==> src/rtl/proc_pkg.sv <==
// rtl/proc_pkg.sv - shared fetch-path types, constants and address helper
package proc_pkg;

  localparam int INSTR_BYTES = 4;

  typedef enum logic [2:0] {
    IDLE,
    REQ,
    WAIT,
    HOLD,
    HALT
  } fetch_state_t;

  typedef enum logic [1:0] {
    PC_KEEP,
    PC_INC,
    PC_TARGET,
    PC_REDIR
  } pc_sel_t;

  function automatic logic [31:0] align_word(input logic [31:0] addr);
    return addr & ~32'(INSTR_BYTES - 1);
  endfunction

endpackage

==> src/rtl/fetch_sequencer_if.sv <==
// rtl/fetch_sequencer_if.sv - instruction-memory and decode handshake bundle
interface fetch_sequencer_if;

  logic        imem_req_o;
  logic [31:0] imem_addr_o;
  logic        imem_gnt_i;
  logic        imem_rvalid_i;
  logic [31:0] imem_rdata_i;
  logic        instr_valid_o;
  logic [31:0] instr_o;
  logic [31:0] instr_pc_o;
  logic        instr_ready_i;

  modport master (
    output imem_req_o, imem_addr_o, instr_valid_o, instr_o, instr_pc_o,
    input  imem_gnt_i, imem_rvalid_i, imem_rdata_i, instr_ready_i
  );

  modport slave (
    input  imem_req_o, imem_addr_o, instr_valid_o, instr_o, instr_pc_o,
    output imem_gnt_i, imem_rvalid_i, imem_rdata_i, instr_ready_i
  );

endinterface

==> src/rtl/fetch_pc_next.sv <==
// rtl/fetch_pc_next.sv - next-PC select over pc+4, branch target and deferred redirect
module fetch_pc_next
  import proc_pkg::*;
(
  input  logic [31:0] i_pc,
  input  logic [31:0] i_target,
  input  logic [31:0] i_redir_pc,
  input  pc_sel_t     i_sel,
  output logic [31:0] o_pc_next
);

  always_comb begin
    o_pc_next = i_pc;
    case (i_sel)
      PC_INC:    o_pc_next = i_pc + 32'(INSTR_BYTES);
      PC_TARGET: o_pc_next = i_target;
      PC_REDIR:  o_pc_next = i_redir_pc;
      default:   o_pc_next = i_pc;
    endcase
  end

endmodule

==> src/rtl/fetch_sequencer.sv <==
// rtl/fetch_sequencer.sv - PC owner issuing single-outstanding fetches with branch redirect
// FETCH_MISALIGN_EN adds the sticky misaligned-target flag and the HALT state.
module fetch_sequencer
  import proc_pkg::*;
#(
  parameter logic [31:0] RESET_PC = 32'h0000_0000
) (
  input  logic              clk_i,
  input  logic              rst_i,
  input  logic              branch_taken_i,
  input  logic [31:0]       branch_target_i,
`ifdef FETCH_MISALIGN_EN
  output logic              fetch_misaligned_o,
`endif
  fetch_sequencer_if.master bus
);

  fetch_state_t r_state, w_state_n;
  logic [31:0]  r_pc, w_pc_n, r_redir_pc, w_redir_pc_n, r_instr, r_instr_pc, w_target;
  logic         r_discard, w_discard_n, r_redir_pend, w_redir_pend_n;
  logic         r_halt_pend, w_halt_pend_n, r_req, r_instr_valid, w_capture, w_bad;
  pc_sel_t      w_pc_sel;

  assign w_target = align_word(branch_target_i);

`ifdef FETCH_MISALIGN_EN
  logic r_misaligned;
  assign w_bad = branch_taken_i && (branch_target_i[1:0] != 2'b00);

  always_ff @(posedge clk_i or posedge rst_i) begin
    if (rst_i)      r_misaligned <= 1'b0;
    else if (w_bad) r_misaligned <= 1'b1;
  end

  assign fetch_misaligned_o = r_misaligned;
`else
  assign w_bad = 1'b0;
`endif

  fetch_pc_next u_pc_next (
    .i_pc       (r_pc),
    .i_target   (w_target),
    .i_redir_pc (r_redir_pc),
    .i_sel      (w_pc_sel),
    .o_pc_next  (w_pc_n)
  );

  always_comb begin
    w_state_n      = r_state;
    w_pc_sel       = PC_KEEP;
    w_discard_n    = r_discard;
    w_redir_pend_n = r_redir_pend;
    w_redir_pc_n   = r_redir_pc;
    w_halt_pend_n  = r_halt_pend;
    w_capture      = 1'b0;
    case (r_state)
      IDLE: begin
        w_state_n = REQ;
        if (w_bad)               w_state_n = HALT;
        else if (branch_taken_i) w_pc_sel  = PC_TARGET;
      end
      REQ: begin
        if (bus.imem_gnt_i) begin
          w_redir_pend_n = 1'b0;
          if (r_halt_pend || w_bad) begin
            w_state_n = HALT;
          end else begin
            // The granted word is wrong-path if any redirect landed while waiting for grant.
            w_state_n   = WAIT;
            w_discard_n = branch_taken_i || r_redir_pend;
            if (branch_taken_i)    w_pc_sel = PC_TARGET;
            else if (r_redir_pend) w_pc_sel = PC_REDIR;
          end
        end else if (w_bad) begin
          w_halt_pend_n = 1'b1;
        end else if (branch_taken_i) begin
          w_redir_pend_n = 1'b1;
          w_redir_pc_n   = w_target;
        end
      end
      WAIT: begin
        if (w_bad) begin
          w_state_n = HALT;
        end else if (branch_taken_i) begin
          w_pc_sel = PC_TARGET;
          if (bus.imem_rvalid_i) begin
            w_state_n   = REQ;
            w_discard_n = 1'b0;
          end else begin
            w_discard_n = 1'b1;
          end
        end else if (bus.imem_rvalid_i) begin
          if (r_discard) begin
            w_state_n   = REQ;
            w_discard_n = 1'b0;
          end else begin
            w_state_n = HOLD;
            w_capture = 1'b1;
            w_pc_sel  = PC_INC;
          end
        end
      end
      HOLD: begin
        if (w_bad) begin
          w_state_n = HALT;
        end else if (branch_taken_i) begin
          w_state_n = REQ;
          w_pc_sel  = PC_TARGET;
        end else if (bus.instr_ready_i) begin
          w_state_n = REQ;
        end
      end
      HALT:    w_state_n = HALT;
      default: w_state_n = IDLE;
    endcase
  end

  always_ff @(posedge clk_i or posedge rst_i) begin
    if (rst_i) begin
      r_state       <= IDLE;
      r_pc          <= RESET_PC;
      r_discard     <= 1'b0;
      r_redir_pend  <= 1'b0;
      r_redir_pc    <= 32'h0;
      r_halt_pend   <= 1'b0;
      r_req         <= 1'b0;
      r_instr_valid <= 1'b0;
      r_instr       <= 32'h0;
      r_instr_pc    <= 32'h0;
    end else begin
      r_state       <= w_state_n;
      r_pc          <= w_pc_n;
      r_discard     <= w_discard_n;
      r_redir_pend  <= w_redir_pend_n;
      r_redir_pc    <= w_redir_pc_n;
      r_halt_pend   <= w_halt_pend_n;
      r_req         <= (w_state_n == REQ);
      r_instr_valid <= (w_state_n == HOLD);
      if (w_capture) begin
        r_instr    <= bus.imem_rdata_i;
        r_instr_pc <= r_pc;
      end
    end
  end

  assign bus.imem_req_o    = r_req;
  assign bus.imem_addr_o   = r_pc;
  assign bus.instr_valid_o = r_instr_valid;
  assign bus.instr_o       = r_instr;
  assign bus.instr_pc_o    = r_instr_pc;

endmodule
==> src/flat_wrapper.sv <==
// flat-port wrapper written by rule: the top's interface ports become plain ports
module fetch_sequencer_flat import proc_pkg::*;
#(
  parameter logic [31:0] RESET_PC = 32'h0000_0000
)
  (clk_i, rst_i, branch_taken_i, branch_target_i, bus_imem_req_o, bus_imem_addr_o, bus_instr_valid_o, bus_instr_o, bus_instr_pc_o, bus_imem_gnt_i, bus_imem_rvalid_i, bus_imem_rdata_i, bus_instr_ready_i);
  fetch_sequencer_if bus_i ();
  input  logic clk_i;
  input  logic rst_i;
  input  logic branch_taken_i;
  input  logic [31:0] branch_target_i;
  output wire logic [$bits(bus_i.imem_req_o)-1:0] bus_imem_req_o;
  output wire logic [$bits(bus_i.imem_addr_o)-1:0] bus_imem_addr_o;
  output wire logic [$bits(bus_i.instr_valid_o)-1:0] bus_instr_valid_o;
  output wire logic [$bits(bus_i.instr_o)-1:0] bus_instr_o;
  output wire logic [$bits(bus_i.instr_pc_o)-1:0] bus_instr_pc_o;
  input wire logic [$bits(bus_i.imem_gnt_i)-1:0] bus_imem_gnt_i;
  input wire logic [$bits(bus_i.imem_rvalid_i)-1:0] bus_imem_rvalid_i;
  input wire logic [$bits(bus_i.imem_rdata_i)-1:0] bus_imem_rdata_i;
  input wire logic [$bits(bus_i.instr_ready_i)-1:0] bus_instr_ready_i;
  assign bus_imem_req_o = bus_i.imem_req_o;
  assign bus_imem_addr_o = bus_i.imem_addr_o;
  assign bus_instr_valid_o = bus_i.instr_valid_o;
  assign bus_instr_o = bus_i.instr_o;
  assign bus_instr_pc_o = bus_i.instr_pc_o;
  assign bus_i.imem_gnt_i = bus_imem_gnt_i;
  assign bus_i.imem_rvalid_i = bus_imem_rvalid_i;
  assign bus_i.imem_rdata_i = bus_imem_rdata_i;
  assign bus_i.instr_ready_i = bus_instr_ready_i;
  fetch_sequencer #(.RESET_PC(RESET_PC)) u_core (.clk_i(clk_i), .rst_i(rst_i), .branch_taken_i(branch_taken_i), .branch_target_i(branch_target_i), .bus(bus_i));
endmodule
==> config.mk <==
export PLATFORM = sky130hd
export DESIGN_NAME = fetch_sequencer_flat
export DESIGN_NICKNAME = d
export VERILOG_FILES = /design/src/rtl/proc_pkg.sv /design/src/rtl/fetch_sequencer_if.sv /design/src/rtl/fetch_pc_next.sv /design/src/rtl/fetch_sequencer.sv /design/src/flat_wrapper.sv
export SDC_FILE = /design/constraint.sdc
export NUM_CORES = 1
export LEC_CHECK = 0
export ABC_AREA = 1
export ABC_CLOCK_PERIOD_IN_PS = 4150
export BUFFER_PORTS_ARGS = -buffer_cell sky130_fd_sc_hd__buf_2
export CAP_MARGIN = 25
export CORE_UTILIZATION = 54
export CTS_CLUSTER_SIZE = 25
export DETAILED_ROUTE_END_ITERATION = 8
export PLACE_DENSITY_LB_ADDON = 0.2
export SYNTH_ARGS = -nofsm -noshare
export SYNTH_HDL_FRONTEND = slang
export SYNTH_HIERARCHICAL = 1
export SYNTH_SLANG_ARGS = --single-unit
==> constraint.sdc <==
create_clock -name clk_i -period 4.15 [get_ports clk_i]
set_input_delay 0.2075 -clock clk_i [delete_from_list [all_inputs] [get_ports clk_i]]
set_output_delay 0.2075 -clock clk_i [all_outputs]
set_load 0.05 [all_outputs]
* Word level (Yosys, flattened, before mapping)
Cells that the tools add are included.
** Word-level totals
- Memories :: 0
- Bits in writable memories :: 0
- Register bits after elaboration :: 133
- Bits in latches :: 0
- Memory bits (read-only) :: 0
- Word-level logic and storage cells :: 59
- Input bits :: 70
** Operators by class
- Bitwise logic cells :: 1
- Shifts and indexed selects :: 0
- Equality and inequality tests :: 11
- Magnitude comparators :: 0
- Divide/modulo/power cells :: 0
- $mul :: 0
- Reduce and logical (&&, ||, !) cells :: 9
- Muxes and demuxes :: 28
- $add $sub $neg :: 1
** Operators with widths (number)
- $pmux 32 s3 :: 1
- $add 32x3->32 const B :: 1
- $mux 3 :: 6
- $pmux 3 s5 :: 1
- $mux 2 :: 7
- $mux 1 :: 11
- $eq 3x2->1 const B :: 3
- $eq 3x1->1 const B :: 2
- $pmux 2 s3 :: 1
- $reduce_and 3->1 :: 2
- $eq 2x2->1 const B :: 2
- $reduce_bool 2->1 :: 2
- $eq 3x3->1 const B :: 1
- $logic_not 3->1 :: 1
- $ne 3x3->1 const B :: 1
- $reduce_bool 3->1 :: 1
- $eq 2x1->1 const B :: 1
- $ne 2x2->1 const B :: 1
- $pmux 1 s2 :: 1
- $reduce_and 2->1 :: 1
- $reduce_or 2->1 :: 1
- $logic_or 1x1->1 :: 1
- $not 1->1 :: 1

* Depth between registers and ports, before layout
- Depth in word-level cells :: 6
- Depth in mapped cells :: 14

* Modules after synthesis
The synthesis kept the hierarchy.
** By module, submodules not included
- fetch_sequencer :: cells each 502, area each 4880.9 µm², times used 1, seq. area each 3328.2 µm²
- fetch_pc_next :: cells each 357, area each 1731.7 µm², times used 1, seq. area each 0.0 µm²

* Worst setup path before layout
No wires, ideal clock.
- Path type :: register -> register
- Start point :: register u_core.r_state[2]
- End point :: register u_core.r_pc[19] (netlist: u_core/bus.imem_addr_o[19])
- Cell stages (with the launch flop) :: 14
- Clock period less this slack :: 2.066 ns
- Path slack :: 2.084 ns
- Setup time :: 0.127 ns
- Data arrival time :: 1.939 ns
- Required time :: 4.023 ns
- Cells stage by stage :: dfrtp_1 > inv_2 > nand2_1 > nor2_1 > nand2_1 > buf_2 > buf_6 > o21ai_0 > inv_2 > nand2_1 > inv_2 > buf_2 > a22o_1 > nand3b_1
** Between the ends
- Cells in the longest elaborated chain, start to end :: 5
** Ends and longest elaborated chain
- start, declared :: line fetch_sequencer.sv:18 : fetch_state_t r_state, w_state_n;
- start signal, assigned :: line fetch_sequencer.sv:131 : r_state <= w_state_n;
- $eq 3x2->1 / $logic_not 3->1 (equally long branches) :: line fetch_sequencer.sv:56 : case (r_state)
- $reduce_or 2->1 (no line)
- $pmux 2 s3 (*) :: line fetch_sequencer.sv:56
- via u_core.w_pc_sel[0] :: line fetch_sequencer.sv:22 : pc_sel_t w_pc_sel;
- $eq 2x2->1 / $eq 2x1->1 (equally long branches) :: line fetch_pc_next.sv:14 : case (i_sel)
- $pmux 32 s3 (*) :: line fetch_pc_next.sv:14
- via u_core.w_pc_n[19] :: line fetch_sequencer.sv:19 : logic [31:0] r_pc, w_pc_n, r_redir_pc, w_redir_pc_n, r_instr, r_instr_pc, w_target;
- end signal, assigned :: line fetch_sequencer.sv:132 : r_pc <= w_pc_n;
- end, declared :: line fetch_sequencer.sv:19
Mark *: on every way through the listed nets, which the timed path passes. The rest lies on a longest branch.
A chain may end at the register's enable or synchronous reset.

* Worst setup path in the final report
- Start point :: register u_core.r_state[1]
- End point :: register u_core.r_pc[6] (netlist: u_core/bus.imem_addr_o[6])
The elaborated chain is that of the path after synthesis.

==> impl_results.md <==
* Outcome: complete, no violations
* Post-Synthesis Cells at 859
* I/O Pins at 168
* Filler instances at 993
* Fin crit period at 2.68 ns
* Mux cell area share after synthesis at 0%
* Core region area at 0.0120 mm2
* Synth Cell Area at 0.00661 mm2
* Num rows at 40
* DR vias/cell at 5.21
* CP required at 4.50 ns
* CTS max path bufs at 2
* CTS Sinks at 133
* Leakage at 4.56 nW
* Drt drc at 0
* Pwr dens at 871 mW/mm2
* Post-synthesis sequential area ratio at 50.3%
* Worst-path clk slew at 0.06 ns
* P&R area growth vs syn at 26.3%
* GRT Overall Usage at 28.5%
* Setup TNS at 0 ns
* Post-Synth Simple-Gate Area at 38.5%
* Slew margin rel. at 42.0%
* Slew Viols, Final at 0
* Total number of yosys warnings at 6
* Worst Tran Pin Value at 0.868 ns
* Final worst setup slack at 1.47 ns
* Min-Delay Path Class: in2reg
* Sw Share at 50.0%
* Clock skew at 0.00563 ns
* Path type of the worst setup path: reg2reg
* Starting DRT DRC Count at 461
* Final period util at 64.6%
* P_int at 0.00364 W
* Gate power share at 46.2%
* DR vias at 6,276
* Sequential power share at 33.1%
* GRT overflow at 0
* Worst Setup Start Kind: flip-flop
* Core Util, Final at 69.8%
* Commonest non-fill, non-tap cells in the layout: nand2_1 (409), buf_2 (165), dfrtp_1 (133)
* Crit path DAT at 3.03 ns
* Die area at 0.0127 mm2
* Final setup fails at 0
* Antenna-violating nets left at 0
* Nets at 1,115
* First-pass GRT wire length at 28.4 mm
* Initial Util at 55.3%
* Critical path fanouts, max at 27
* Post-Synth Adder-Cell Area at 0.189%
* Finished Layout Cells at 1,204
* Unrepaired setup endpoints after global routing: no
* Clock Latency Late Sink at 0.42 ns
* Layout cells sized above 1 at 23.0%
* CP Capture Type: flip-flop
* Routability cong. at 0.860
* Post-synth cell types at 33
* H-tree Lvls at 4
* Port Buffer Count at 165
* Router iterations before antenna repair at 7
* Die Wd at 113 um
* Post-synthesis compound-gate area fraction at 4.07%
* # resized after CTS at 0
* Mean post-synth cell area at 7.70 um2
* Wirelength per Cell at 14.5 um
* Diodes inserted at 0
* Commonest non-fill, non-tap cell in the layout: nand2_1
* Synth Register Bits at 133
* Final hold violation count at 0
* Max_cap viols at 0
* DP Wirelength at 11.2 mm
* TritonCTS clock tree: done
* Final WL at 17.5 mm
* Initial antenna violation count at 0
* Root Buffer Master: clkbuf_16
* Sw Pwr at 0.00364 W
* Vias in the first global route at 5,840
* Clock power frac at 20.7%
* Largest family of logic cells by synthesized area: simple AND/OR/NAND/NOR gates
* Largest net degree at the start of global routing at 83
* Placed Instances at 1,143
* Clock buffer count from CTS at 17
* Die H at 113 um
* Synth Area in XOR/XNOR at 0.132%
* Worst slack, placed at 1.54 ns
* IR drop worst, VDD at 0.398 mV
* Max Freq at 373 MHz
## path summary, 6_finish.rpt
check | startpoint | to | slack, ns | cells after the start
max reg2reg | u_core/r_state[1]$_DFF_PP0_ | u_core/bus.imem_addr_o[6]$_DFF_PP0_ | 1.47 | 8
min | bus_imem_rdata_i[6] | u_core/bus.instr_o[6]$_DFFE_PP0P_ | 0.003 | 3
min in group asynchronous | rst_i | u_core/bus.instr_pc_o[21]$_DFFE_PP0P_ | 0.28 | 3
min reg2reg | u_core/r_discard$_DFFE_PP0P_ | u_core/r_discard$_DFFE_PP0P_ | 0.47 | 2
max | u_core/r_state[1]$_DFF_PP0_ | u_core/bus.imem_addr_o[6]$_DFF_PP0_ | 1.47 | 8
max in group asynchronous | rst_i | u_core/bus.imem_addr_o[4]$_DFF_PP0_ | 2.87 | 5
## per-stage QoR
| stage | total power [W] | instance area [um2] | hold slack (ns) |
|---|---|---|---|
| 2_1_floorplan | 0.00489 | 6620 | 0.317 |
| 3_3_place_gp | 0.00566 | 7450 | 0.400 |
| 3_5_place_dp | 0.00573 | 7450 | 0.408 |
| 4_1_cts | 0.00727 | 8320 | 0.000465 |
| 5_1_grt | 0.00769 | 8350 | 0.0152 |
| 6_report | 0.00728 | 8350 | 0.00251 |
## critical path, cell delays in order (launching register included)
cell and delay [ns]:
dfrtp_1 0.46, inv_1 0.16, nand4_1 0.17, o21ai_0 0.65, inv_2 0.20, nor2_4 0.57, o21a_1 0.20, o21ai_0 0.08
nand4_1 0.09
## layout make-up
class                           count  area [um2]  share of cell area [%]
Inverter                           54         205                    2.46
Multi-Input combinational cell    638        2860                    34.2
Clock inverter                     14         160                    1.92
Sequential cell                   133        3330                    39.8
Clock buffer                       18         439                    5.26
Timing Repair Buffer              200        1180                    14.1
Tap cell                          147         184                    2.20
## power by group through the flow
stage	sequential [W]	clock, W	combinational, W
2_1_floorplan	0.00374	0	0.00115
5_1_grt	0.00249	0.00158	0.00362
3_3_place_gp	0.00239	0	0.00328
3_5_place_dp	0.00241	0	0.00332
6_report	0.00241	0.00151	0.00336
4_1_cts	0.00240	0.00152	0.00335
## synth_stat cells (all sizes together)
cell type  instances  area (um2)
a21oi              5        25.0
a22o              19         166
and2               1        6.26
buf               29         213
clkbuf             8        30.0
clkinv             2        7.51
conb               1        3.75
dfrtp            133        3330
ha                 1        12.5
inv               52         195
nand2            418        1590
nand3             92         470
nand3b             2        15.0
nand4             12        75.1
nor2              62         339
nor3               4        20.0
o211ai             1        7.51
o21a               1        7.51
o21ai              8        40.0
o21bai             3        22.5
or2                4        25.0
xor2               1        8.76
## cell families (layout without fill, tap and decap cells)
kind of cell	Yosys count	count (layout)
AND/OR/NAND/NOR	595	595
flip-flops	133	133
buffers and inverters	91	286
AO/OA/AOI/OAI	37	37
adder cells (fa/ha/maj)	1	1
other	1	4
XOR/XNOR	1	1
## routing by layer
layer	GRT usage (%)	up-vias	share of wire, %	wire length (um)
met5	0	-	0	0
met4	10.6	0	1.6	289
met3	6.32	25	7.0	1220
met2	44.7	251	46	7980
met1	39.0	2923	46	8030
li1	-	3077	-	-
## flip-flops by register name, summed over array words and instances, names as in the netlist
signal,count
u_core/r_redir_pc,30
u_core/bus.instr_valid_o,1
u_core/r_state,3
u_core/bus.instr_pc_o,32
u_core/bus.imem_addr_o,32
u_core/r_redir_pend,1
u_core/bus.instr_o,32
u_core/bus.imem_req_o,1
u_core/r_discard,1
## timing repair
action                                 in CTS  in global routing
buffers inserted                            0                  0
hold buffers                               27                  1
endpoints found under the hold margin      27                 14
Power figures use the tool's default switching activity.
